File: src/rtl/tc08_pkg.sv
// Shared widths, read-channel payload and pair decode for the TC08 read front end.
package tc08_pkg;

   localparam int unsigned LINES_PER_WORD = 4;
   localparam int unsigned MARK_W         = 6;
   localparam int unsigned WORD_W         = 12;
   localparam int unsigned LINE_W         = 3;
   localparam int unsigned SHIFT_W        = WORD_W - LINE_W;
   localparam int unsigned CNT_W          = $clog2(LINES_PER_WORD);

   typedef struct packed {
      logic active;
      logic value;
      logic illegal;
   } rd_chan_t;

   // Differential read-head pair: (1,0)/(0,1) carry a bit, (0,0) is below threshold, (1,1) is a head fault.
   function automatic rd_chan_t decode_pair(input logic pos, input logic neg);
      rd_chan_t c;
      c.active  = pos ^ neg;
      c.value   = pos;
      c.illegal = pos & neg;
      return c;
   endfunction

endpackage

File: src/rtl/tc08_diff_rx.sv
// One read-head pair: input capture (2-flop synchronizer when TC08_RD_SYNC_EN is defined),
// decode, and optional rising-edge detect on the positive leg.
module tc08_diff_rx
   import tc08_pkg::*;
#(
   parameter bit EDGE_DET = 1'b0
) (
   input  logic     clk,
   input  logic     rst,
   input  logic     pos,
   input  logic     neg,
   output rd_chan_t chan_c,
   output logic     rise_c
);

   logic pos_s;
   logic neg_s;

`ifdef TC08_RD_SYNC_EN
   logic [1:0] pos_sync;
   logic [1:0] neg_sync;

   always_ff @(posedge clk or posedge rst) begin
      if (rst) begin
         pos_sync <= '0;
         neg_sync <= '0;
      end else begin
         pos_sync <= {pos_sync[0], pos};
         neg_sync <= {neg_sync[0], neg};
      end
   end

   assign pos_s = pos_sync[1];
   assign neg_s = neg_sync[1];
`else
   always_ff @(posedge clk or posedge rst) begin
      if (rst) begin
         pos_s <= 1'b0;
         neg_s <= 1'b0;
      end else begin
         pos_s <= pos;
         neg_s <= neg;
      end
   end
`endif

   always_comb chan_c = decode_pair(pos_s, neg_s);

   generate
      if (EDGE_DET) begin : g_edge
         logic pos_prev;

         always_ff @(posedge clk or posedge rst) begin
            if (rst) pos_prev <= 1'b0;
            else     pos_prev <= pos_s;
         end

         // A rise only counts while the pair is driven, so noise out of the idle state is ignored.
         assign rise_c = pos_s & ~pos_prev & chan_c.active;
      end else begin : g_no_edge
         assign rise_c = 1'b0;
      end
   endgenerate

endmodule

File: src/rtl/tc08_read_frontend.sv
// TC08 DECtape read front end: line detect, mark window, 12-bit word assembly, stall and head-error status.
// Optional macro TC08_RD_SYNC_EN adds a 2-flop synchronizer per head input (strobe latency 3 instead of 2).
module tc08_read_frontend
   import tc08_pkg::*;
#(
   parameter int unsigned STALL_CYCLES = 16384,
   parameter int unsigned STALL_W      = $clog2(STALL_CYCLES + 1)
) (
   input  logic              clk,
   input  logic              rst,
   input  logic              t_trk_rd_pos,
   input  logic              t_trk_rd_neg,
   input  logic              rdmk_rd_pos,
   input  logic              rdmk_rd_neg,
   input  logic              rdd_00_rd_pos,
   input  logic              rdd_00_rd_neg,
   input  logic              rdd_01_rd_pos,
   input  logic              rdd_01_rd_neg,
   input  logic              rdd_02_rd_pos,
   input  logic              rdd_02_rd_neg,
   input  logic              word_clr,
   input  logic              err_clr,
   output logic              line_strobe,
   output logic [LINE_W-1:0] line_data,
   output logic              line_mark,
   output logic [MARK_W-1:0] mark_window,
   output logic [WORD_W-1:0] word_data,
   output logic              word_valid,
   output logic              tape_moving,
   output logic              tape_stalled,
   output logic              head_err
);

   localparam logic [STALL_W-1:0] STALL_MAX = STALL_W'(STALL_CYCLES);
   localparam logic [CNT_W-1:0]   LAST_LINE = CNT_W'(LINES_PER_WORD - 1);

   rd_chan_t t_ch;
   rd_chan_t mk_ch;
   rd_chan_t d0_ch;
   rd_chan_t d1_ch;
   rd_chan_t d2_ch;
   logic     line_edge_c;
   logic     mk_rise_c;
   logic     d0_rise_c;
   logic     d1_rise_c;
   logic     d2_rise_c;

   tc08_diff_rx #(.EDGE_DET(1'b1)) u_rx_t (
      .clk(clk), .rst(rst), .pos(t_trk_rd_pos), .neg(t_trk_rd_neg), .chan_c(t_ch), .rise_c(line_edge_c)
   );
   tc08_diff_rx #(.EDGE_DET(1'b0)) u_rx_mk (
      .clk(clk), .rst(rst), .pos(rdmk_rd_pos), .neg(rdmk_rd_neg), .chan_c(mk_ch), .rise_c(mk_rise_c)
   );
   tc08_diff_rx #(.EDGE_DET(1'b0)) u_rx_d0 (
      .clk(clk), .rst(rst), .pos(rdd_00_rd_pos), .neg(rdd_00_rd_neg), .chan_c(d0_ch), .rise_c(d0_rise_c)
   );
   tc08_diff_rx #(.EDGE_DET(1'b0)) u_rx_d1 (
      .clk(clk), .rst(rst), .pos(rdd_01_rd_pos), .neg(rdd_01_rd_neg), .chan_c(d1_ch), .rise_c(d1_rise_c)
   );
   tc08_diff_rx #(.EDGE_DET(1'b0)) u_rx_d2 (
      .clk(clk), .rst(rst), .pos(rdd_02_rd_pos), .neg(rdd_02_rd_neg), .chan_c(d2_ch), .rise_c(d2_rise_c)
   );

   // Only the timing pair qualifies lines; activity of the other pairs is not consumed.
   logic unused_chan_c;
   assign unused_chan_c = &{1'b0, mk_ch.active, d0_ch.active, d1_ch.active, d2_ch.active,
                            mk_rise_c, d0_rise_c, d1_rise_c, d2_rise_c};

   logic [LINE_W-1:0] line_val_c;
   logic              any_illegal_c;

   assign line_val_c    = {d0_ch.value, d1_ch.value, d2_ch.value};
   assign any_illegal_c = |{t_ch.illegal, mk_ch.illegal, d0_ch.illegal, d1_ch.illegal, d2_ch.illegal};

   logic [SHIFT_W-1:0] word_shift;
   logic [CNT_W-1:0]   line_cnt;
   logic [STALL_W-1:0] stall_cnt;
   logic [STALL_W-1:0] stall_cnt_d;

   // Stall counter restarts on each line and saturates at the threshold.
   always_comb begin
      stall_cnt_d = stall_cnt;
      if (line_edge_c)                  stall_cnt_d = '0;
      else if (stall_cnt != STALL_MAX)  stall_cnt_d = stall_cnt + STALL_W'(1);
   end

   always_ff @(posedge clk or posedge rst) begin
      if (rst) begin
         line_strobe <= 1'b0;
         line_data   <= '0;
         line_mark   <= 1'b0;
         mark_window <= '0;
      end else begin
         line_strobe <= line_edge_c;
         if (line_edge_c) begin
            line_data   <= line_val_c;
            line_mark   <= mk_ch.value;
            mark_window <= {mark_window[MARK_W-2:0], mk_ch.value};
         end
      end
   end

   // Word framing; a coincident word_clr restarts framing with the current line as the first one.
   always_ff @(posedge clk or posedge rst) begin
      if (rst) begin
         word_shift <= '0;
         line_cnt   <= '0;
         word_data  <= '0;
         word_valid <= 1'b0;
      end else begin
         word_valid <= 1'b0;
         if (word_clr) begin
            line_cnt   <= line_edge_c ? CNT_W'(1) : '0;
            word_shift <= line_edge_c ? SHIFT_W'(line_val_c) : '0;
         end else if (line_edge_c) begin
            line_cnt   <= line_cnt + CNT_W'(1);
            word_shift <= {word_shift[SHIFT_W-LINE_W-1:0], line_val_c};
            if (line_cnt == LAST_LINE) begin
               word_data  <= {word_shift, line_val_c};
               word_valid <= 1'b1;
            end
         end
      end
   end

   always_ff @(posedge clk or posedge rst) begin
      if (rst) begin
         stall_cnt    <= '0;
         tape_stalled <= 1'b0;
         tape_moving  <= 1'b0;
         head_err     <= 1'b0;
      end else begin
         stall_cnt    <= stall_cnt_d;
         tape_stalled <= (stall_cnt_d == STALL_MAX);
         tape_moving  <= t_ch.active;
         if (any_illegal_c)  head_err <= 1'b1;
         else if (err_clr)   head_err <= 1'b0;
      end
   end

endmodule

File: config.mk
export PLATFORM = sky130hd
export DESIGN_NAME = tc08_read_frontend
export DESIGN_NICKNAME = d
export VERILOG_FILES = /design/src/rtl/tc08_pkg.sv /design/src/rtl/tc08_diff_rx.sv /design/src/rtl/tc08_read_frontend.sv
export SDC_FILE = /design/constraint.sdc
export NUM_CORES = 1
export LEC_CHECK = 0
export CAP_MARGIN = 10
export CORE_ASPECT_RATIO = 1.5
export CORE_MARGIN = 2
export CORE_UTILIZATION = 55
export DETAILED_ROUTE_END_ITERATION = 12
export PLACE_DENSITY = 0.8
export SYNTH_ARGS = -nofsm -noshare
export SYNTH_HDL_FRONTEND = slang
export SYNTH_SLANG_ARGS = --single-unit
File: constraint.sdc
create_clock -name clk -period 3.25 [get_ports clk]
set_input_delay 0.4875 -clock clk [delete_from_list [all_inputs] [get_ports clk]]
set_output_delay 0.4875 -clock clk [all_outputs]
set_load 0.005 [all_outputs]
Yosys cells after proc, flatten, opt, wreduce, memory -nomap -nowiden

Cells that the tools add are included.

Register bits after elaboration: 64
Output and inout port bits: 27
Input port bits: 14
Logic and storage cells: 55

Eq/ne operators: 3
Reduce and logical (&&, ||, !) cells: 4
Multiplexer cells: 13
Add/subtract/negate cells: 2
Bitwise logic cells: 10

Operator list:

| cell                  | number |
|---|---|
| $mux 15               | 2 |
| $mux 9                | 2 |
| $add 15x1->15 const B | 1 |
| $eq 15x15->1 const B  | 1 |
| $ne 15x15->1 const B  | 1 |
| $and 1x1->1           | 7 |
| $mux 1                | 6 |
| $reduce_or 5->1       | 1 |
| $mux 2                | 2 |
| $reduce_bool 2->1     | 2 |
| $mux 3                | 1 |
| $reduce_and 3->1      | 1 |
| $add 2x1->2 const B   | 1 |
| $eq 2x2->1 const B    | 1 |
| $not 1->1             | 2 |
| $xor 1x1->1           | 1 |

Logic depth before layout (Yosys ltp)

Depth after elaboration: 5
Depth in mapped cells: 8
Gate-level depth less buffers: 8

Modules after synthesis

Synthesis repeated with hierarchy kept, for this count alone.

Cells, all modules: 261
Area total of the unflattened synthesis: 2886.5 um^2

By module, submodules not included:

| module                     | times used | sequential area each (um^2) | area an instance (um^2) | cells an instance |
|---|---|---|---|---|
| tc08_read_frontend         | 1          | 1301.2                      | 2438.6                  | 226 |
| tc08_diff_rx (u_rx_d0 ...) | 4          | 50.0                        | 85.1                    | 7 |
| tc08_diff_rx (u_rx_t)      | 1          | 75.1                        | 107.6                   | 7 |

Least setup slack after synthesis

Ideal clock, no wire load.

Path type: register to register
Start point: register u_rx_t.pos_s
End point: register word_data[0]
Buffers on the path: 2
Stages on the path, launching flop included: 8
Required time: 3.122 ns
Path slack: 1.221 ns
Arrival: 1.901 ns
Cell sequence: dfrtp_1 ha_1 nand2_1 or2_1 buf_2 nor3b_2 buf_4 mux2_1

RTL lines:

| what                   | RTL line                  | source |
|---|---|---|
| from (decl)            | tc08_diff_rx.sv:16        | `logic pos_s;` |
| from (signal assigned) | tc08_diff_rx.sv:41        | `pos_s <= pos;` |
| to (signal assigned)   | tc08_read_frontend.sv:119 | `word_data <= {word_shift, line_val_c};` |
| to (decl)              | tc08_read_frontend.sv:27  | `output logic [WORD_W-1:0] word_data,` |

==> metrics.txt <==
Multi-input gate area 997 sq um; Vias 1,837; Port Buf Inserts 40; ys async rst share 1.00; fin crit share 0.697; Crit Path Category flop to flop; fillers 358; final hold vios 0; final setup fails 0; H-tree levels 3; Top delay family on crit path simple AND/OR/NAND/NOR gates; CTS clock-pin slew for the worst setup and hold paths 0.07 ns; worst slew pin tran 0.393 ns; max-cap viol count 0; initial core utilization 0.560; drt first-iter violations 119; Final Instance Area 3300 sq um; CP startpoint kind flop; first-pass GRT wire length 8.16 mm; clock skew 0.00874 ns; post-detail-place hpwl 3.52 mm; Slew headroom 0.736; RSZ-0062 raised after global routing false; Worst Path Arrival 2.51 ns; Die Y-Extent 89.4 um; gr ovfl total 0; fin util 0.692; CP peak stage delay 0.54 ns; GPL Wtd Cong 0.801; post-synth cell types 41; Peak VDD IR 361 uV; Synth Area per Inst 11.4 sq um; Die ar. 5450 sq um; num rows 31; PnR worst setup slack 0.986 ns; P_leak 1.51 nW; Routed wire per std cell 14.2 um; layout cells sized above 1 0.113; Area Overhead vs Synth 23.4%; Nets 297; I/O Pins 41; CTS Hold Buffers Added 0; Routed WL 4.97 mm; min Tclk post-route 2.26 ns; Critical Path Fanout Max 20; total negative slack 0 ns; drt drc 0; post-CTS resize count 0; EDFF count, synth 0; Slowest-stage cell, CP or4_1; CP Cell Sequence ha_1 -> nand2_1 -> or2_1 -> buf_4 -> inv_2 -> nor2_1 -> or4_1 -> nor4_2; Post-DP Area 3120 sq um; max frequency 442 MHz; top_reg_cell synth dfrtp_1; Inst Count DP 334; Clock Sink Count 63; cts bufs inserted 9; critical path endpoint category flop; Clock Latency Late Sink 0.33 ns; core area 4770 sq um; die width 60.9 um; status finished, final reports clean; initial antenna violation count 0; worst endpoint required time 3.49 ns; largest net degree at the start of global routing 27; drt pass-1 iters 4; Vias/cell 5.26; Post-Syn Instances 235; Seq/Total Area, Yosys 0.590; Antenna Nets Post-Route 0; All-Layer GR Usage 0.208; syn_nets 253; Critical path buffers and inverters 2; Antenna diodes 0; Worst R2R Start u_rx_t.pos_s; Tightest Hold Check Type flop to flop; Max clock buf depth 2; Slew Viols, Final 0; number of synthesis warnings 0; Sequential Area 1580 sq um; min-delay src u_rx_t.pos_s; vias in the first global route 1,789; Mapped Area 2670 sq um; FF+latch count, synth 63; non-filler cells, final 349; crit path from u_rx_t.pos_s; CTS tree yes; pre-CTS setup slack 0.975 ns; clock root cell clkbuf_8; PwrDens 570 nW/um^2; setup bufs post-CTS 0
[worst register-to-register path: stages (launching register included)]
cell     delay, ns
dfrtp_1       0.39
ha_1          0.30
nand2_1       0.05
or2_1         0.20
buf_4         0.21
inv_2         0.26
nor2_1        0.10
or4_1         0.54
nor4_2        0.13
[per-layer routing]
| metal | vias up | track usage | share of wire |
|---|---|---|---|
| met2 | 51 | 0.355 | 0.54 |
| met4 | 0 | 0.0830 | 0.012 |
| met3 | 5 | 0.0550 | 0.042 |
| li1 | 873 | - | - |
| met5 | - | 0 | 0 |
| met1 | 908 | 0.245 | 0.40 |
[synth_stat cells (2+ instances only)]
| cell | n | area [sq um] |
|---|---|---|
| dfrtp_1 | 63 | 1580 |
| nand2_1 | 46 | 173 |
| nor2_1 | 17 | 63.8 |
| a21oi_1 | 14 | 70.1 |
| mux2_1 | 12 | 135 |
| xnor2_1 | 10 | 87.6 |
| nand3_1 | 7 | 35.0 |
| inv_1 | 6 | 22.5 |
| nor3_1 | 6 | 30.0 |
| buf_1 | 4 | 15.0 |
| ha_1 | 4 | 50.1 |
| nor2b_1 | 4 | 25.0 |
| a22o_1 | 3 | 26.3 |
| buf_4 | 3 | 22.5 |
| xor2_1 | 3 | 26.3 |
| buf_2 | 2 | 10.0 |
| buf_6 | 2 | 22.5 |
| nand4_1 | 2 | 12.5 |
| nor3_2 | 2 | 20.0 |
| nor3b_1 | 2 | 15.0 |
| nor4_2 | 2 | 25.0 |
| or3_1 | 2 | 12.5 |
[cells by family after synthesis]
group                      after synthesis  synth area share
muxes                                   12            0.0505
xor gates and xnor gates                14            0.0487
AOI/OAI and AO/OA                       26            0.0618
DFF                                     63             0.590
buffers and inverters                   19            0.0374
and+or+nand+nor                         97             0.193
adders and majority gates                4            0.0187
[through the flow]
stage	hold WS (ns)	total power [W]
after floorplan	0.377	0.00113
final	0.405	0.00188
after CTS	0.404	0.00189
after global routing	0.438	0.00197
after detailed placement	0.386	0.00127
after global placement	0.382	0.00126
[flip-flops by register name, indices dropped and copies added (netlist names), 2 cells and up]
name / cells
mark_window: 6
word_data: 12
stall_cnt: 15
line_data: 3
word_shift: 9
line_cnt: 2
[path summary, 6_finish.rpt]
kind	endpoint	slack (ns)	depth (start not counted)
setup / recovery	tape_stalled	0.99	8
setup reg to reg	tape_stalled	0.99	8
min in group asynchronous	word_data[8]	0.45	2
max in group asynchronous	word_shift[0]	2.14	3
hold / removal	u_rx_t.g_edge.pos_prev	0.41	0
hold reg to reg	u_rx_t.g_edge.pos_prev	0.41	0
[power breakdown]
| group | internal [W] | switching, W | total, W |
|---|---|---|---|
| sequential | 0.000857 | 0.0000896 | 0.000947 |
| combinational | 0.000165 | 0.000139 | 0.000304 |
| clock | 0.000348 | 0.000281 | 0.000629 |
[cell usage in the layout, fill, tap and decap left out, types with 2 or more instances in the layout]
master,n
inv_1,5
xnor2_1,10
nor3_1,6
clkbuf_8,9
nor3_2,2
nand4_1,2
buf_4,5
nand2_1,46
clkinv_2,2
nand3_1,7
ha_1,4
nor4_2,2
xor2_1,3
dfrtp_1,63
nor2_1,17
clkdlybuf4s50_1,40
a22o_1,3
a21oi_1,14
or3_1,2
mux2_1,12
nor2b_1,4
clkbuf_1,2
inv_2,2
nor3b_1,2
[layout make-up]
type,instances,share of cell area
repair buffers,45,0.133
inverters,7,0.00796
clock inverters,4,0.0144
clock buffers,11,0.0398
well taps,66,0.0250
flip-flops and latches,63,0.478
multi-input cells,153,0.302
(Power assumes the default switching activity.)
